<file path="config.mk">
export PLATFORM = sky130hd
export DESIGN_NAME = sr_reg_bank
export DESIGN_NICKNAME = d
export VERILOG_FILES = /design/src/rtl/sr_pkg.sv /design/src/rtl/sr_cell.sv /design/src/rtl/sr_reg_bank.sv
export SDC_FILE = /design/constraint.sdc
export NUM_CORES = 1
export LEC_CHECK = 0
export ABC_AREA = 1
export CORE_ASPECT_RATIO = 1.5
export CORE_MARGIN = 5
export CORE_UTILIZATION = 45
export CTS_CLUSTER_DIAMETER = 50
export CTS_CLUSTER_SIZE = 30
export DETAILED_ROUTE_END_ITERATION = 7
export DONT_BUFFER_PORTS = 1
export PLACE_DENSITY = 0.64
export SLEW_MARGIN = 20
export SYNTH_ARGS = -nofsm -noshare
export SYNTH_HDL_FRONTEND = slang
export SYNTH_SLANG_ARGS = --single-unit
</file>
<file path="constraint.sdc">
create_clock -name clk -period 2.2 [get_ports clk]
set_input_delay 0.22 -clock clk [delete_from_list [all_inputs] [get_ports clk]]
set_output_delay 0.22 -clock clk [all_outputs]
set_load 0.05 [all_outputs]
</file>
<file path="src/rtl/sr_pkg.sv">
// Shared types and the per-bit next-state function for the sr_reg_bank SR flop bank.
package sr_pkg;

  typedef enum logic [1:0] {
    SR_HOLD    = 2'd0,
    SR_SET_DOM = 2'd1,
    SR_RST_DOM = 2'd2,
    SR_TOGGLE  = 2'd3
  } sr_mode_e;

  // Next state of one enabled, non-cleared bit; mode only matters when s=r=1.
  function automatic logic sr_next(input logic q, input logic s, input logic r,
                                   input sr_mode_e mode);
    logic nxt;
    nxt = q;
    case ({s, r})
      2'b00:   nxt = q;
      2'b01:   nxt = 1'b0;
      2'b10:   nxt = 1'b1;
      default: begin
        case (mode)
          SR_HOLD:    nxt = q;
          SR_SET_DOM: nxt = 1'b1;
          SR_RST_DOM: nxt = 1'b0;
          default:    nxt = ~q;
        endcase
      end
    endcase
    return nxt;
  endfunction

endpackage

</file>
<file path="src/rtl/sr_cell.sv">
// One SR channel: registered q, complementary qbar and one-cycle rise/fall pulses.
module sr_cell
  import sr_pkg::*;
#(
  parameter logic     RESET_VAL = 1'b0,
  parameter sr_mode_e MODE      = SR_RST_DOM
) (
  input  logic clk,
  input  logic rst,
  input  logic clr,
  input  logic en,
  input  logic s,
  input  logic r,
  output logic q,
  output logic qbar,
  output logic rose,
  output logic fell
);

  logic q_d, q_q;
  logic qbar_d, qbar_q;
  logic rose_d, rose_q;
  logic fell_d, fell_q;

  // NOTE: every variable gets a default at the top of always_comb so no path can infer a latch.
  always_comb begin
    q_d = q_q;
    if (clr) begin
      q_d = RESET_VAL;
    end else if (en) begin
      q_d = sr_next(q_q, s, r, MODE);
    end
    qbar_d = ~q_d;
    rose_d = q_d & ~q_q;
    fell_d = ~q_d & q_q;
  end

  // qbar has its own flop so it is a clean register output, not an inverter after q.
  // NOTE: sequential state uses non-blocking assignments so all flops sample the same pre-edge values.
  always_ff @(posedge clk or posedge rst) begin
    if (rst) begin
      q_q    <= RESET_VAL;
      qbar_q <= ~RESET_VAL;
      rose_q <= 1'b0;
      fell_q <= 1'b0;
    end else begin
      q_q    <= q_d;
      qbar_q <= qbar_d;
      rose_q <= rose_d;
      fell_q <= fell_d;
    end
  end

  assign q    = q_q;
  assign qbar = qbar_q;
  assign rose = rose_q;
  assign fell = fell_q;

endmodule

</file>
<file path="src/rtl/sr_reg_bank.sv">
// Bank of WIDTH SR flops with conflict detection; define SR_REG_BANK_CONFLICT_CNT_EN
// to build the saturating conflict counter (otherwise conflict_cnt is tied to 0).
module sr_reg_bank
  import sr_pkg::*;
#(
  parameter int               WIDTH         = 8,
  parameter logic [WIDTH-1:0] RESET_VAL     = '0,
  parameter int               CONFLICT_MODE = 2,
  parameter int               CNT_W         = 8
) (
  input  logic             clk,
  input  logic             rst,
  input  logic             clr,
  input  logic             en,
  input  logic [WIDTH-1:0] s,
  input  logic [WIDTH-1:0] r,
  input  logic             err_clr,
  output logic [WIDTH-1:0] q,
  output logic [WIDTH-1:0] qbar,
  output logic [WIDTH-1:0] rose,
  output logic [WIDTH-1:0] fell,
  output logic             conflict_sticky,
  output logic [CNT_W-1:0] conflict_cnt
);

  if (CONFLICT_MODE < 0 || CONFLICT_MODE > 3) begin : g_bad_mode
    $error("sr_reg_bank: CONFLICT_MODE must be 0..3");
  end
  if (WIDTH < 1 || WIDTH > 64) begin : g_bad_width
    $error("sr_reg_bank: WIDTH must be 1..64");
  end

  localparam sr_mode_e MODE_E = sr_mode_e'(CONFLICT_MODE[1:0]);

  for (genvar i = 0; i < WIDTH; i++) begin : g_bit
    sr_cell #(
      .RESET_VAL (RESET_VAL[i]),
      .MODE      (MODE_E)
    ) u_cell (
      .clk  (clk),
      .rst  (rst),
      .clr  (clr),
      .en   (en),
      .s    (s[i]),
      .r    (r[i]),
      .q    (q[i]),
      .qbar (qbar[i]),
      .rose (rose[i]),
      .fell (fell[i])
    );
  end

  // One event per cycle no matter how many bits conflict; clr or en=0 masks it.
  logic conflict_evt;
  assign conflict_evt = en & ~clr & (|(s & r));

  logic sticky_d, sticky_q;

  always_comb begin
    sticky_d = sticky_q;
    if (conflict_evt) begin
      sticky_d = 1'b1;
    end else if (err_clr) begin
      sticky_d = 1'b0;
    end
  end

  always_ff @(posedge clk or posedge rst) begin
    if (rst) begin
      sticky_q <= 1'b0;
    end else begin
      sticky_q <= sticky_d;
    end
  end

  assign conflict_sticky = sticky_q;

`ifdef SR_REG_BANK_CONFLICT_CNT_EN
  logic [CNT_W-1:0] cnt_d, cnt_q;

  // err_clr restarts the count, so a simultaneous event becomes the first one counted.
  always_comb begin
    cnt_d = cnt_q;
    if (err_clr) begin
      cnt_d = conflict_evt ? CNT_W'(1) : '0;
    end else if (conflict_evt && (cnt_q != {CNT_W{1'b1}})) begin
      cnt_d = cnt_q + CNT_W'(1);
    end
  end

  always_ff @(posedge clk or posedge rst) begin
    if (rst) begin
      cnt_q <= '0;
    end else begin
      cnt_q <= cnt_d;
    end
  end

  assign conflict_cnt = cnt_q;
`else
  assign conflict_cnt = '0;
`endif

endmodule

</file>
==> out/results.tsv, run 1 <==
metric	value	unit
drc	0	
cts_hold_buf	1	
critPathLaunchType	flip-flop	
synth_seq_cells	33	
vias	787	
viasPerCell	4.37	
powerDensity	925	nW/um^2
ant_nets	0	
skew	0.00141	ns
tightest_slew	0.562	ns
cts_resized	0	
cts_buffer_depth	2	
grt_pass1_wl	4.31	mm
synth.most_common_cell	buf_4	
path_clk_slew	0.06	ns
hold_path_depth	2	
tritoncts	built	
final_net_count	159	
status	complete, no violations	
firstDrtPassIters	3	
critPathRequiredTime	1.98	ns
dieWidth	58.6	um
synth_edf_count	0	
area.growth.synth_to_final	-9.35	%
hold_violations	0	
core-area	3420	sq um
netlist_area	1590	sq um
fill_cells	361	
ios	62	
clockRootBuffer	clkbuf_8	
dieArea	4850	sq um
fin_setup_tns	0	ns
min_to	g_bit[0].u_cell.fell	
hp-class	input pin to flip-flop	
r2r-start	g_bit[7].u_cell.q	
cts-buffers-inserted	5	
wl_met2	1.49	mm
rsz0062_at_grt	no	
initial_utilization	46.6	%
cts_max_level	2	
setup_viol	0	
dp_hpwl	2.07	mm
fmax	840	MHz
clk_latency	0.27	ns
postLayoutCellArea	1440	sq um
ys.flop_type	dfrtp_1	
port-buffer-count	0	
synth.top_cells.by_area	dfrtp_1 39%, buf_4 19%, dfstp_2 13%	
drt-met1-wl	821	um
max_cap_viol_count	0	
place_congestion	0.631	
post-route-min-period	1.19	ns
worst-path-max-fanout	4	
synth_top_area_cell	dfrtp_1	
async_reset_ff_share	100	%
reg2reg_depth	4	
rows	26	
p_total	0.00134	W
routed_wl	2.62	mm
clock-sinks	33	
criticalPathCategory	flip-flop to output port	
place_area	1350	sq um
grt.total_usage	12.2	%
top_layer_used	met4	
post_synth_most_frequent_cells	40 x buf_4, 33 x nand2_1, 25 x dfrtp_1, 17 x nor2_1, 15 x inv_1	
final_util	42.3	%
die_h	82.9	um
post-cts-setup-buffers	0	
end_kind	output port	
avgSynthCellArea	9.71	sq um
overflow	0	
antenna_found_initial	0	
wl_met3	228	um
yosysSeqAreaShare	52.5	%
r2r-end	g_bit[7].u_cell.rose	
p_leak	0.742	nW
relSlewSlack	62.5	%
antenna_cells	0	
holdWs	0.0752	ns
avgRoutedWirePerCell	14.5	um
postSynthCellCount	164	
cp.arrival	0.97	ns
grt_pass1_vias	879	
drtIter0Drc	11	
drive_gt1_share	25.4	%
fin_crit_sh	54.1	%
slew_viol_final	0	
yosysUniqueCellTypes	17	
grt_max_degree	21	
synth_top_area_share	39.3	%
rrSetupSlack	1.04	ns
hp-start	clr	
ys.warnings.count	0	
peakVddDrop	541	uV
[worst max path at each step]
stage,startpoint,to,slack [ns],depth (start not counted)
final,g_bit[2].u_cell.q,q[2],1.01,0
after global routing,rst,g_bit[2].u_cell.qbar,0.88,3
after CTS,g_bit[2].u_cell.q,q[2],0.99,0
after detailed placement,g_bit[7].u_cell.q,g_bit[7].u_cell.rose,1.05,4
after global placement,g_bit[7].u_cell.q,g_bit[7].u_cell.rose,1.10,4
after floorplan,rst,conflict_sticky,1.27,1
[registers in the layout (all words and copies together), names as in the netlist]
| register | count |
|---|---|
| conflict_sticky | 1 |
| g_bit.u_cell.fell | 8 |
| g_bit.u_cell.q | 8 |
| g_bit.u_cell.qbar | 8 |
| g_bit.u_cell.rose | 8 |
[power breakdown]
group / switching, W / leakage [nW] / internal [W]
clock: 0.000190 / 0.0443 / 0.000248
sequential: 0.000139 / 0.421 / 0.000646
combinational: 0.0000836 / 0.277 / 0.0000290
[layout make-up]
| cell class | count | area (sq um) | area share (%) |
|---|---|---|---|
| tap | 42 | 52.6 | 3.64 |
| multi-input combinational | 74 | 369 | 25.6 |
| timing repair buffer | 2 | 17.5 | 1.21 |
| inverter | 22 | 82.6 | 5.72 |
| clock buffer | 7 | 86.3 | 5.98 |
| sequential | 33 | 836 | 57.9 |
[cell usage in the layout (no fill, tap or decap)]
| master | instances |
|---|---|
| a21oi_1 | 2 |
| a21oi_2 | 5 |
| a21oi_4 | 1 |
| buf_4 | 1 |
| clkbuf_1 | 1 |
| clkbuf_8 | 6 |
| conb_1 | 8 |
| dfrtp_1 | 25 |
| dfstp_2 | 8 |
| dlygate4sd3_1 | 1 |
| inv_1 | 15 |
| inv_2 | 7 |
| nand2_1 | 33 |
| nand4_1 | 1 |
| nor2_1 | 17 |
| nor2_2 | 1 |
| nor2_4 | 5 |
| o211ai_2 | 1 |
[logic make-up after synthesis]
kind of cell	after synthesis	share of synthesized area [%]
DFF	33	52.5
buffers and inverters	64	26.0
AOI/OAI and AO/OA	9	5.18
and+or+nand+nor	57	16.1
other	1	0.235
[per-layer routing]
metal / vias to the layer above / track usage [%]
li1: 380 / -
met1: 366 / 11.5
met2: 34 / 21.2
met3: 7 / 5.90
met4: 0 / 5.77
met5: - / 0
[through the flow]
step                      cells  setup slack [ns]
after CTS                   180             0.993
after global routing        180             0.878
after floorplan             171              1.27
final                       180              1.01
after global placement      172              1.10
after detailed placement    172              1.05
Note: power is estimated with default switching activity, not from simulation.
==> inputs of run 2 (changes only) <==
clock period = 1.15 ns   (was 2.2 ns; I/O delays follow)
==> run 2 against run 1 <==
  * Register-to-register slack lost 0.73 ns
  * Combinational power grew to 3.0 times the previous value
  * Wire length grew 5.3%
  * Die area unchanged
  * Highest routed layer unchanged
  * Final cell count increased by 8.3%
  * Global-route usage rose by 0.28 points
  * Worst hold slack got worse by 0.066 ns
  * Sequential share of layout area shrank 4.5 points
  * Clock skew is 0.00097 ns lower
  * Non-clock buffer count grew 14
  * Utilization increased by 3.6 points
==> out/results.tsv, run 2 (synthesis results as in run 1) <==
metric	value	unit	change
rows	26		unchanged
rsz0062_at_grt	no		
max_cap_viol_count	0		unchanged
post-cts-setup-buffers	0		unchanged
reg2reg_depth	4		unchanged
final_net_count	173		+8.8%
firstDrtPassIters	4		+1
cts-buffers-inserted	5		unchanged
dieWidth	58.6	um	unchanged
hp-class	input pin to flip-flop		
fin_crit_sh	93.5	%	
grt_pass1_vias	920		+4.7%
hold_violations	0		unchanged
fill_cells	340		-5.8%
fmax	930	MHz	
dieArea	4850	sq um	unchanged
dp.cells	182		+5.8%
dp_hpwl	2.22	mm	+7.3%
ios	62		unchanged
final_cells	195		+8.3%
critPathLaunchType	flip-flop		
end_kind	output port		
powerDensity	1640	nW/um^2	+77%
post-route-min-period	1.08	ns	
clk_latency	0.27	ns	about the same
layout_common_cells	33 x nand2_1, 25 x dfrtp_1, 17 x nor2_1		
setup_viol	0		unchanged
peakVddDrop	1040	uV	+93%
viasPerCell	4.41		+0.75%
cts_max_level	2		unchanged
core-area	3420	sq um	unchanged
antenna_cells	0		unchanged
grt.total_usage	12.4	%	+0.28 points
avgRoutedWirePerCell	14.1	um	-2.8%
fin_setup_tns	0	ns	unchanged
initial_utilization	46.6	%	unchanged
clock-sinks	33		unchanged
rrSetupSlack	0.31	ns	-0.73 ns
status	complete, no violations		
cp.arrival	0.96	ns	about the same
drive_gt1_share	28.8	%	+3.4 points
port-buffer-count	0		unchanged
drtIter0Drc	14		+3
cts_buffer_depth	2		unchanged
grt_max_degree	21		unchanged
routed_wl	2.76	mm	+5.3%
layout_commonest_cell	nand2_1		
skew	0.000443	ns	-0.000969 ns
hold_path_depth	3		+1
r2r-end	g_bit[7].u_cell.rose		
die_h	82.9	um	unchanged
path_clk_slew	0.06	ns	about the same
antenna_found_initial	0		unchanged
overflow	0		unchanged
tritoncts	built		
p_leak	0.809	nW	+9.0%
seqCellArea	836	sq um	unchanged
multi_input_area	369	sq um	unchanged
slew_viol_final	0		unchanged
place_congestion	0.646		+2.3%
ant_nets	0		unchanged
criticalPathCategory	flip-flop to output port		
vias	859		+9.1%
r2r-start	g_bit[7].u_cell.q		
worst-path-max-fanout	1		-3
area.growth.synth_to_final	-1.73	%	
min_to	g_bit[0].u_cell.qbar		
clockRootBuffer	clkbuf_8		
drc	0		unchanged
hp-start	en		
grt_pass1_wl	4.44	mm	+3.0%
critPathRequiredTime	1.03	ns	-0.95 ns
-- run 2: cell count changes in the layout (fill, tap and decap cells not counted), sizes merged --
cell         change
clkbuf           +1
dlygate4sd3      +4
buf             +10
-- run 2: tightest hold or removal path: stages --
cell and delay, ns:
nand2_1 0.03, nand2_1 0.05, nand2_1 0.07
-- run 2: metal layers --
layer	global-route usage [%]	routed length (um)
met1	10.5	768
met4	5.15	52
met3	5.59	248
met2	23.6	1690
met5	0	0
-- run 2: metrics by stage --
| stage | setup WS, ns | area (sq um) | power, W | util [%] | hold WS, ns |
|---|---|---|---|---|---|
| after global placement | 0.356 | 1440 | 0.00177 | 42.0 | 0.0303 |
| after global routing | 0.0413 | 1570 | 0.00269 | 45.8 | 0.00586 |
| final | 0.0742 | 1570 | 0.00256 | 45.8 | 0.00889 |
| after CTS | 0.0638 | 1570 | 0.00260 | 45.8 | 0.00234 |
| after detailed placement | 0.315 | 1440 | 0.00178 | 42.0 | 0.0361 |
| after floorplan | 0.314 | 1620 | 0.00182 | - | 0.236 |
-- run 2: worst max-delay path by stage --
stage | from | cells after the start | endpoint
6_report | g_bit[1].u_cell.qbar | 0 | qbar[1]
5_1_grt | g_bit[1].u_cell.qbar | 0 | qbar[1]
4_1_cts | g_bit[1].u_cell.qbar | 0 | qbar[1]
3_5_place_dp | g_bit[6].u_cell.q | 4 | g_bit[6].u_cell.rose
3_3_place_gp | g_bit[7].u_cell.q | 4 | g_bit[7].u_cell.rose
2_1_floorplan | conflict_sticky | 2 | conflict_sticky
-- run 2: final cells by class --
type | count | area share (%)
clock buffers | 8 | 5.12
inverters | 22 | 5.28
multi-input cells | 74 | 23.6
flip-flops and latches | 33 | 53.4
well taps | 42 | 3.36
repair buffers | 16 | 9.27
-- run 2: what timing repair did --
item | CTS | global route
hold endpoints to repair | 31 | 0
hold buffers | 5 | 0
endpoints found under the setup margin | 0 | 0
resized for setup | 0 | 0
-- run 2: report_power, final --
group          internal (W)  total (W)  switching (W)
registers           0.00124    0.00143       0.000197
clock network      0.000429   0.000790       0.000361
logic             0.0000948   0.000337       0.000243
total               0.00176    0.00256       0.000801
==> inputs of run 3 (changes only) <==
clock period = 1.1 ns   (was 1.15 ns; I/O delays follow)
==> run 3 against run 2 <==
  * Largest power group unchanged
  * Sequential power grew 5%
  * Critical path depth unchanged
  * Worst hold slack better by 0.011 ns
  * Clock skew unchanged
  * Total power up 4.7%
  * Largest cell class unchanged
  * Critical path type unchanged
  * Register-to-register slack lost 0.05 ns
==> out/results.tsv, run 3 (synthesis results as in run 1) <==
metric	value	unit	change
rrSetupSlack	0.26	ns	-0.05 ns
routed_wl	2.75	mm	-0.11%
end_kind	output port		
path_clk_slew	0.06	ns	about the same
ant_nets	0		unchanged
dieWidth	58.6	um	unchanged
ios	62		unchanged
viasPerCell	4.39		-0.28%
final_cells	196		+0.51%
drtIter0Drc	9		-5
core-area	3420	sq um	unchanged
skew	0.000443	ns	unchanged
avgRoutedWirePerCell	14.0	um	-0.62%
firstDrtPassIters	4		unchanged
critPathLaunchType	flip-flop		
layout_commonest_cell	nand2_1		
internal_power	0.00184	W	+4.7%
clkPwrFrac	30.8	%	about the same
overflow	0		unchanged
worst-path-max-fanout	1		unchanged
antenna_cells	0		unchanged
rows	26		unchanged
multi_input_area	369	sq um	unchanged
criticalPathCategory	flip-flop to output port		
p_sw	0.000838	W	+4.7%
grt_max_degree	21		unchanged
setup_slack	0.0287	ns	-0.0455 ns
seqCellArea	836	sq um	unchanged
critPathLaunch	g_bit[1].u_cell.qbar		
max_cap_viol_count	0		unchanged
cp_num_cells	0		unchanged
clockRootBuffer	clkbuf_8		
grt_pass1_wl	4.44	mm	unchanged
r2r-start	g_bit[7].u_cell.q		
hold_violations	0		unchanged
r2r-end	g_bit[7].u_cell.rose		
cp.arrival	0.96	ns	about the same
antenna_found_initial	0		unchanged
critPathRequiredTime	0.99	ns	-0.04 ns
dp_slack	0.265	ns	-0.0500 ns
hp-class	input pin to flip-flop		
layout_common_cells	33 x nand2_1, 25 x dfrtp_1, 17 x nor2_1		
clk_latency	0.27	ns	about the same
rsz0062_at_grt	yes		
grt.total_usage	12.4	%	unchanged
reg2reg_depth	4		unchanged
powerDensity	1700	nW/um^2	+4.0%
drive_gt1_share	28.6	%	-0.19 points
power_frac_comb	13.3	%	about the same
dp_hpwl	2.22	mm	unchanged
place_congestion	0.646		unchanged
dp.cells	182		unchanged
tritoncts	built		
slew_viol_final	0		unchanged
post-route-min-period	1.07	ns	
die_h	82.9	um	unchanged
port-buffer-count	0		unchanged
status	complete, no violations		
cts_resized	0		unchanged
p_leak	0.813	nW	+0.52%
setup_viol	0		unchanged
cts-buffers-inserted	5		unchanged
fin_crit_sh	97.4	%	
drc	0		unchanged
cp-endpoint	qbar[1]		
fill_cells	337		-0.88%
final_net_count	174		+0.58%
p_sw_share	31.3	%	about the same
pwr-share-seq	55.9	%	about the same
cts_buffer_depth	2		unchanged
peakVddDrop	1090	uV	+4.8%
grt_pass1_vias	918		-0.22%
post-cts-setup-buffers	0		unchanged
cts_max_level	2		unchanged
dieArea	4850	sq um	unchanged
fmax	933	MHz	
clock-sinks	33		unchanged
vias	861		+0.23%
area.growth.synth_to_final	-1.10	%	
initial_utilization	46.6	%	unchanged
==> run 3: changes by cell type in the layout (fill, tap and decap cells not counted) <==
cell | previous run | this run
dlygate4sd3_1 | 5 | 6
==> run 3: routing by layer <==
| metal | GRT usage [%] | vias up | wire length [um] | share of wire (%) |
|---|---|---|---|---|
| met4 | 5.15 | 0 | 52 | 1.9 |
| met2 | 23.6 | 32 | 1690 | 61 |
| met3 | 5.28 | 5 | 244 | 8.9 |
| met5 | 0 | - | 0 | 0 |
| met1 | 10.7 | 410 | 770 | 28 |
| li1 | - | 414 | - | - |
==> run 3: repair_timing <==
action                                  in CTS  in global routing
endpoints found under the setup margin       0                  1
endpoints found under the hold margin       31                  0
hold buffers                                 6                  0
==> run 3: area by class of cell <==
cell class,instances,area share [%]
Sequential cell,33,53.1
Timing Repair Buffer,17,9.85
Tap cell,42,3.34
Multi-Input combinational cell,74,23.4
Clock buffer,8,5.08
Inverter,22,5.24
==> run 3: worst min-delay path by stage <==
| stage | start | to | slack, ns | cells past startpoint |
|---|---|---|---|---|
| 2_1_floorplan | rst | conflict_sticky | 0.23 | 1 |
| 3_3_place_gp | rst | g_bit[6].u_cell.rose | 0.03 | 2 |
| 3_5_place_dp | rst | g_bit[6].u_cell.fell | 0.03 | 2 |
| 4_1_cts | r[7] | g_bit[7].u_cell.q | 0.01 | 3 |
| 5_1_grt | s[6] | g_bit[6].u_cell.q | 0.03 | 2 |
| 6_report | r[7] | g_bit[7].u_cell.q | 0.02 | 3 |
==> run 3: through the flow <==
stage | cell area (sq um) | hold slack [ns] | utilization (%) | TNS [ns] | total power, W
after floorplan | 1620 | 0.231 | - | 0 | 0.00191
after global placement | 1440 | 0.0253 | 42.0 | 0 | 0.00185
after detailed placement | 1440 | 0.0311 | 42.0 | 0 | 0.00186
after CTS | 1580 | 0.0101 | 46.1 | 0 | 0.00272
after global routing | 1580 | 0.0297 | 46.1 | -0.00373 | 0.00282
final | 1580 | 0.0198 | 46.1 | 0 | 0.00268
==> run 3: worst register-to-register path: cells and delay by family, from the launching register on <==
family	cells	cell delay, ns
simple gates	2	0.10
compound gates	1	0.17
buf+inv	1	0.05
flops	1	0.41
==> run 3: power groups by stage <==
stage | Sequential [W] | Clock, W | Combinational, W
floorplan | 0.00135 | 0 | 0.000557
global placement | 0.00152 | 0 | 0.000330
detailed placement | 0.00152 | 0 | 0.000341
CTS | 0.00150 | 0.000860 | 0.000362
global route | 0.00151 | 0.000921 | 0.000387
finish | 0.00150 | 0.000827 | 0.000355
